File: src/rtl/student_fir_seq.sv
// student_fir_seq: sequential FIR filter peripheral on the student TL-UL bus.
// Software loads coefficients, pushes samples by register write, and the block
// runs one multiply-accumulate per cycle before saturating into RESULT.

package tlul_pkg;
  localparam logic [2:0] PUT_FULL_DATA    = 3'h0;
  localparam logic [2:0] PUT_PARTIAL_DATA = 3'h1;
  localparam logic [2:0] GET              = 3'h4;
  localparam logic [2:0] ACCESS_ACK       = 3'h0;
  localparam logic [2:0] ACCESS_ACK_DATA  = 3'h1;

  typedef struct packed {
    logic        a_valid;
    logic [2:0]  a_opcode;
    logic [2:0]  a_param;
    logic [1:0]  a_size;
    logic [7:0]  a_source;
    logic [31:0] a_address;
    logic [3:0]  a_mask;
    logic [31:0] a_data;
    logic        d_ready;
  } tl_h2d_t;

  typedef struct packed {
    logic        d_valid;
    logic [2:0]  d_opcode;
    logic [2:0]  d_param;
    logic [1:0]  d_size;
    logic [7:0]  d_source;
    logic        d_sink;
    logic [31:0] d_data;
    logic        d_error;
    logic        a_ready;
  } tl_d2h_t;
endpackage

module student_fir_seq #(
  parameter int NTAPS = 16,
  parameter int DW    = 16,
  parameter int CW    = 16
) (
  input  logic               clk_i,
  input  logic               rst_ni,
  input  tlul_pkg::tl_h2d_t  tl_i,
  output tlul_pkg::tl_d2h_t  tl_o,
  output logic               irq_o
);

  localparam int IW = $clog2(NTAPS);
  localparam int PW = DW + CW;
  localparam int AW = PW + IW;
  localparam logic [7:0] ADDR_CTRL   = 8'h00;
  localparam logic [7:0] ADDR_STATUS = 8'h04;
  localparam logic [7:0] ADDR_SAMPLE = 8'h08;
  localparam logic [7:0] ADDR_RESULT = 8'h0C;
  localparam logic [7:0] COEFF_BASE  = 8'h40;
  localparam int         COEFF_END   = 64 + 4 * NTAPS;
  localparam logic signed [63:0] SAT_MAX = 64'sh0000_0000_7FFF_FFFF;
  localparam logic signed [63:0] SAT_MIN = 64'shFFFF_FFFF_8000_0000;

  typedef enum logic [1:0] {ST_IDLE, ST_MAC, ST_DONE} state_e;

  state_e                state_q;
  logic                  en_q, ie_q, done_q, overrun_q;
  logic signed [DW-1:0]  x_q     [NTAPS];
  logic signed [CW-1:0]  coeff_q [NTAPS];
  logic signed [AW-1:0]  acc_q;
  logic [IW-1:0]         idx_q;
  logic [31:0]           result_q;

  logic                  d_valid_q, d_error_q;
  logic [2:0]            d_opcode_q;
  logic [1:0]            d_size_q;
  logic [7:0]            d_source_q;
  logic [31:0]           d_data_q;

  logic                  a_ready, accept, is_get, is_put, busy;
  logic [7:0]            addr, coeff_off;
  logic [IW-1:0]         coeff_idx;
  logic                  hit_ctrl, hit_status, hit_sample, hit_result, hit_coeff;
  logic                  req_err, wr_ok, wr_ctrl, wr_status, wr_sample, wr_coeff;
  logic                  clr, set_overrun;
  logic [31:0]           rdata;
  logic signed [PW-1:0]  prod;
  logic signed [AW-1:0]  prod_ext;
  logic signed [63:0]    acc_wide;
  logic [31:0]           acc_sat;
  logic                  unused_bits;

  assign a_ready   = !d_valid_q;
  assign accept    = tl_i.a_valid && a_ready;
  assign busy      = (state_q != ST_IDLE);
  assign addr      = tl_i.a_address[7:0];
  assign coeff_off = addr - COEFF_BASE;
  assign coeff_idx = coeff_off[IW+1:2];
  assign irq_o     = done_q && ie_q;
  assign unused_bits = ^{tl_i.a_param, tl_i.a_mask, tl_i.a_address, tl_i.a_data, coeff_off};

  // Decode the request, classify errors and derive the register write strobes.
  always_comb begin
    is_get      = (tl_i.a_opcode == tlul_pkg::GET);
    is_put      = (tl_i.a_opcode == tlul_pkg::PUT_FULL_DATA) ||
                  (tl_i.a_opcode == tlul_pkg::PUT_PARTIAL_DATA);
    hit_ctrl    = (addr == ADDR_CTRL);
    hit_status  = (addr == ADDR_STATUS);
    hit_sample  = (addr == ADDR_SAMPLE);
    hit_result  = (addr == ADDR_RESULT);
    hit_coeff   = (addr >= COEFF_BASE) && (int'(addr) < COEFF_END) && (addr[1:0] == 2'b00);
    req_err     = !(is_get || is_put) ||
                  !(hit_ctrl || hit_status || hit_sample || hit_result || hit_coeff) ||
                  (is_put && hit_result) ||
                  (is_put && hit_sample && (busy || !en_q)) ||
                  (is_put && hit_coeff && busy);
    set_overrun = accept && is_put && hit_sample && busy;
    wr_ok       = accept && is_put && !req_err;
    wr_ctrl     = wr_ok && hit_ctrl;
    wr_status   = wr_ok && hit_status;
    wr_sample   = wr_ok && hit_sample;
    wr_coeff    = wr_ok && hit_coeff;
    clr         = wr_ctrl && tl_i.a_data[1];
  end

  // Read mux; SAMPLE and unmapped addresses read as zero.
  always_comb begin
    rdata = '0;
    if (hit_ctrl)        rdata = {29'b0, ie_q, 1'b0, en_q};
    else if (hit_status) rdata = {29'b0, overrun_q, done_q, busy};
    else if (hit_result) rdata = result_q;
    else if (hit_coeff)  rdata = {{(32-CW){coeff_q[coeff_idx][CW-1]}}, coeff_q[coeff_idx]};
  end

  // Full-precision product for the current tap and saturation of the running sum.
  always_comb begin
    prod     = x_q[idx_q] * coeff_q[idx_q];
    prod_ext = {{(AW-PW){prod[PW-1]}}, prod};
    acc_wide = {{(64-AW){acc_q[AW-1]}}, acc_q};
    if (acc_wide > SAT_MAX)      acc_sat = 32'h7FFF_FFFF;
    else if (acc_wide < SAT_MIN) acc_sat = 32'h8000_0000;
    else                         acc_sat = acc_wide[31:0];
  end

  // Response channel: capture the answer at accept and hold it until d_ready.
  always_ff @(posedge clk_i or negedge rst_ni) begin
    if (!rst_ni) begin
      d_valid_q  <= 1'b0;
      d_error_q  <= 1'b0;
      d_opcode_q <= '0;
      d_size_q   <= '0;
      d_source_q <= '0;
      d_data_q   <= '0;
    end else if (accept) begin
      d_valid_q  <= 1'b1;
      d_error_q  <= req_err;
      d_opcode_q <= is_get ? tlul_pkg::ACCESS_ACK_DATA : tlul_pkg::ACCESS_ACK;
      d_size_q   <= tl_i.a_size;
      d_source_q <= tl_i.a_source;
      d_data_q   <= (is_get && !req_err) ? rdata : 32'h0;
    end else if (d_valid_q && tl_i.d_ready) begin
      d_valid_q  <= 1'b0;
    end
  end

  always_comb begin
    tl_o          = '0;
    tl_o.d_valid  = d_valid_q;
    tl_o.d_opcode = d_opcode_q;
    tl_o.d_size   = d_size_q;
    tl_o.d_source = d_source_q;
    tl_o.d_data   = d_data_q;
    tl_o.d_error  = d_error_q;
    tl_o.a_ready  = a_ready;
  end

  // CTRL enable bits; clr is a pulse and is never stored.
  always_ff @(posedge clk_i or negedge rst_ni) begin
    if (!rst_ni) begin
      en_q <= 1'b0;
      ie_q <= 1'b0;
    end else if (wr_ctrl) begin
      en_q <= tl_i.a_data[0];
      ie_q <= tl_i.a_data[2];
    end
  end

  // Sticky status flags: clr first, then hardware set, then software W1C.
  always_ff @(posedge clk_i or negedge rst_ni) begin
    if (!rst_ni) begin
      done_q    <= 1'b0;
      overrun_q <= 1'b0;
    end else if (clr) begin
      done_q    <= 1'b0;
      overrun_q <= 1'b0;
    end else begin
      if (state_q == ST_DONE)                   done_q <= 1'b1;
      else if (wr_status && tl_i.a_data[1])     done_q <= 1'b0;
      if (set_overrun)                          overrun_q <= 1'b1;
      else if (wr_status && tl_i.a_data[2])     overrun_q <= 1'b0;
    end
  end

  // Coefficient storage, only writable while the engine is idle.
  always_ff @(posedge clk_i or negedge rst_ni) begin
    if (!rst_ni) begin
      for (int k = 0; k < NTAPS; k++) coeff_q[k] <= '0;
    end else if (wr_coeff) begin
      coeff_q[coeff_idx] <= tl_i.a_data[CW-1:0];
    end
  end

  // Filter engine: shift in the sample, walk the taps, then saturate into RESULT.
  always_ff @(posedge clk_i or negedge rst_ni) begin
    if (!rst_ni) begin
      state_q  <= ST_IDLE;
      acc_q    <= '0;
      idx_q    <= '0;
      result_q <= '0;
      for (int k = 0; k < NTAPS; k++) x_q[k] <= '0;
    end else if (clr) begin
      state_q  <= ST_IDLE;
      acc_q    <= '0;
      idx_q    <= '0;
      result_q <= '0;
      for (int k = 0; k < NTAPS; k++) x_q[k] <= '0;
    end else begin
      case (state_q)
        ST_IDLE: begin
          if (wr_sample) begin
            for (int k = NTAPS - 1; k > 0; k--) x_q[k] <= x_q[k-1];
            x_q[0]  <= tl_i.a_data[DW-1:0];
            acc_q   <= '0;
            idx_q   <= '0;
            state_q <= ST_MAC;
          end
        end
        ST_MAC: begin
          acc_q <= acc_q + prod_ext;
          idx_q <= idx_q + 1'b1;
          if (idx_q == IW'(NTAPS - 1)) state_q <= ST_DONE;
        end
        ST_DONE: begin
          result_q <= acc_sat;
          state_q  <= ST_IDLE;
        end
        default: state_q <= ST_IDLE;
      endcase
    end
  end

endmodule
File: config.mk
export PLATFORM = sky130hd
export DESIGN_NAME = student_fir_seq
export DESIGN_NICKNAME = d
export VERILOG_FILES = /design/src/rtl/student_fir_seq.sv
export SDC_FILE = /design/constraint.sdc
export NUM_CORES = 2
export LEC_CHECK = 0
export ABC_AREA = 1
export CORE_MARGIN = 4
export CORE_UTILIZATION = 55
export DETAILED_ROUTE_END_ITERATION = 7
export PLACE_DENSITY = 0.73
export SETUP_SLACK_MARGIN = 0.2
export SKIP_LAST_GASP = 1
export SLEW_MARGIN = 20
export SYNTH_ARGS = -nofsm -noshare
export SYNTH_HDL_FRONTEND = slang
export SYNTH_SLANG_ARGS = --single-unit
File: constraint.sdc
create_clock -name clk_i -period 20.1 [get_ports clk_i]
set_input_delay 6.03 -clock clk_i [delete_from_list [all_inputs] [get_ports clk_i]]
set_output_delay 6.03 -clock clk_i [all_outputs]
set_load 0.01 [all_outputs]
==> impl_metrics.json <==
{
  "status": "completed",
  "synth_seq_area_share_pct": 37.4,
  "yosysUniqueCellTypes": 48,
  "grt_antenna_before_repair": 1,
  "htree_levels": 3,
  "synthXorXnorAreaFrac_pct": 0.309,
  "synth_edf_count": 0,
  "cts_root_buf": "clkbuf_16",
  "ctsHoldBuffers": 0,
  "gr-usage-all-layers_pct": 29.9,
  "finalCriticalPeriod_ns": 10.06,
  "synthTopCellsByCount": "nand2_1, inv_1, dfrtp_1",
  "p_leak_nw": 23.9,
  "vias": 35400,
  "fillers": 6600,
  "post-dp-hpwl_mm": 77.3,
  "gp_congestion": 0.932,
  "die_w_um": 286,
  "multi_input_area_um2": 21800,
  "synthTopCellsByArea": "dfrtp_1, fa_1, nand2_1, inv_1, o21ai_0",
  "p_per_area_nw_per_um2": 65.1,
  "clk_pin_slew_ns": 0.06,
  "synthMuxAreaShare_pct": 0.292,
  "cp-end-kind": "flop",
  "cts_made_buffers": 70,
  "maxCapViolCount": 0,
  "area_delta_synth_final_pct": 8.16,
  "path_class": "primary input to flop",
  "worstPathCellList": "clkdlybuf4s50_1 > nor2_2 > buf_4 > nand3_2 > nor2_2 > nor2_1 > nand4_1 > nor2_2 > nand2_8 > nand2_4 > buf_4 > buf_6 > o22ai_1",
  "synthSimpleGateAreaFrac_pct": 14.9,
  "synth_compound_area_share_pct": 17.7,
  "cp-start-kind": "primary input",
  "grt_pass1_wl_mm": 195,
  "clk_latency_ns": 0.63,
  "yosys.area_share.adder_pct": 18.0,
  "ant_nets": 0,
  "ios": 141,
  "die_height_um": 286,
  "reg2reg_to": "acc_q[30]$_DFFE_PN0P_",
  "rsz0062_at_grt": "no",
  "drc_errors": 0,
  "coreArea_um2": 76200,
  "fmax_ghz": 0.0994,
  "synth_top_cell_by_area": "dfrtp_1",
  "fin_crit_sh_pct": 50.0,
  "synth_async_sr_flop_share_pct": 100,
  "avgSynthCellArea_um2": 8.37,
  "synth_most_common_cell": "nand2_1",
  "grt_pass1_vias": 35000,
  "fin_skew_ns": 0.0255,
  "tightestPinTransition_ns": 1.08,
  "seqCellArea_um2": 15900,
  "post_dp_cell_area_um2": 43400,
  "drv_slew": 0,
  "vdd_ir_drop_max_mv": 0.0656,
  "setup_viol": 0,
  "r2r-start": "idx_q[0]$_DFFE_PN0P_",
  "ctsResizeCount": 0,
  "max_stage_delay_ns": 0.75,
  "die_area_um2": 81800,
  "slowest_stage": "buf_6",
  "synth_top_area_share_pct": 37.4,
  "cts.sinks": 635,
  "via_per_inst": 5.86,
  "ys_warn_count": 0,
  "start_util_pct": 55.8,
  "crit_path_end": "x_q[44]$_DFFE_PN0P_",
  "clockBufferDepth": 3,
  "netlist_area_um2": 42500,
  "max-slew-margin-rel_pct": 27.7,
  "post-cts-setup-buffers": 0,
  "setup_tns_ns": 0,
  "syn_inst": 5079,
  "regToRegSetupSlack_ns": 10.35,
  "grt_max_degree": 198,
  "crit_path_frequent_cell": "nor2_2",
  "fin_area_um2": 46000,
  "tritoncts": "done",
  "grt_overflow": 0,
  "drive_above_1_share_pct": 5.33,
  "required_ns": 20.55,
  "reg2reg_depth": 28,
  "crit_fanout": 114,
  "wl_per_cell_um": 20.1,
  "synth_ff_type": "dfrtp_1",
  "hold_viol_final": 0,
  "io_buffers": 87,
  "synth_top_family_by_area": "adder cells",
  "drtPass1Iterations": 6,
  "totalWireLength_mm": 121,
  "floorplan.rows": 101,
  "hp-class": "flop to flop",
  "worst-endpoint-arrival_ns": 10.51,
  "fin_nets": 5459,
  "ys_seq_elements": 635,
  "diodes": 0,
  "drtIter0Drc": 4300,
  "crit_start": "tl_i[42]"
}
[logic make-up (layout without fill, tap and decap cells)]
group,count (synthesis),count (layout)
other,1,6
adder cells (fa/ha/maj),422,422
flip-flops,635,635
AND/OR/NAND/NOR,1504,1504
multiplexers,11,11
AO/OA/AOI/OAI,1313,1313
buffers and inverters,1178,1099
XOR/XNOR,15,15
[area by class of cell]
class	count	area share, %
Timing Repair Buffer	126	2.68
Sequential cell	635	34.6
Multi-Input combinational cell	3271	47.5
Tap cell	1030	2.80
Inverter	845	6.92
Clock inverter	30	1.17
Clock buffer	98	4.37
[worst min path at each step]
stage / from / to / cells past startpoint
6_report: result_q[30]$_DFFE_PN0P_ / result_q[30]$_DFFE_PN0P_ / 2
5_1_grt: d_error_q$_DFFE_PN0P_ / d_error_q$_DFFE_PN0P_ / 2
4_1_cts: d_data_q[18]$_DFFE_PN0P_ / d_data_q[18]$_DFFE_PN0P_ / 2
3_5_place_dp: d_data_q[4]$_DFFE_PN0P_ / d_data_q[4]$_DFFE_PN0P_ / 2
3_3_place_gp: d_data_q[4]$_DFFE_PN0P_ / d_data_q[4]$_DFFE_PN0P_ / 2
2_1_floorplan: coeff_q[112]$_DFFE_PN0P_ / coeff_q[112]$_DFFE_PN0P_ / 2
[metal layers]
layer / share of wire (%) / global-route usage [%] / vias to the layer above
met5: 0.0091 / 0 / -
met4: 3.5 / 9.46 / 2
met3: 10 / 6.17 / 269
met2: 44 / 45.7 / 1815
met1: 42 / 43.3 / 17100
li1: - / - / 16200
[flip-flops by register name, summed over array words and instances (netlist names), 4 cells and up]
register / flops
idx_q: 4
d_source_q: 8
x_q: 256
coeff_q: 256
acc_q: 36
result_q: 32
d_data_q: 32
[where the power goes]
part / internal [mW] / leakage (nW) / switching (mW)
Clock: 0.862 / 1.24 / 0.565
Combinational: 0.0915 / 15.0 / 0.185
Sequential: 1.29 / 7.61 / 0.00380
[layout by cell type (no fill, tap or decap), types with 6 or more instances in the layout]
| master | netlist | routed |
|---|---|---|
| inv_1 | 840 | 838 |
| clkbuf_16 | 0 | 73 |
| clkinv_2 | 0 | 9 |
| clkbuf_8 | 0 | 9 |
| mux2_2 | 11 | 11 |
| nand3_1 | 204 | 204 |
| o21ai_1 | 144 | 144 |
| o221ai_1 | 45 | 45 |
| fa_1 | 314 | 314 |
| nand3_2 | 8 | 8 |
| conb_1 | 1 | 6 |
| o21ai_2 | 18 | 18 |
| nand3_4 | 10 | 10 |
| or2_2 | 39 | 39 |
| nor2_2 | 6 | 8 |
| clkbuf_1 | 146 | 16 |
| a21oi_1 | 215 | 215 |
| o21ai_0 | 489 | 489 |
| ha_1 | 108 | 108 |
| buf_4 | 23 | 34 |
| o22ai_1 | 243 | 243 |
| bufinv_16 | 0 | 12 |
| xor2_1 | 12 | 12 |
| nor3_1 | 8 | 8 |
| a22oi_1 | 120 | 120 |
| clkdlybuf4s50_1 | 0 | 86 |
| o211ai_1 | 28 | 28 |
| nand2_1 | 970 | 968 |
| nor2_1 | 226 | 221 |
| dfrtp_1 | 635 | 631 |
| nand4_1 | 16 | 16 |
[through the flow]
step	total power [mW]	hold WS, ns	cells	worst slack (ns)	util, %
detailed placement	1.59	0.473	5906	9.22	56.9
global placement	1.58	0.466	5906	9.29	56.9
global route	3.10	0.507	6035	9.75	60.3
CTS	3.01	0.487	6034	9.89	60.3
floorplan	1.48	0.453	5084	12.43	-
finish	2.99	0.486	6035	10.04	60.3
[worst max-delay path, delay by kind of cell]
kind | cells | cell delay, ns
buffers and inverters | 4 | 2.25
AO/OA/AOI/OAI | 1 | 0.17
AND/OR/NAND/NOR | 8 | 1.89
No activity file was read; power rests on OpenSTA's default activity.
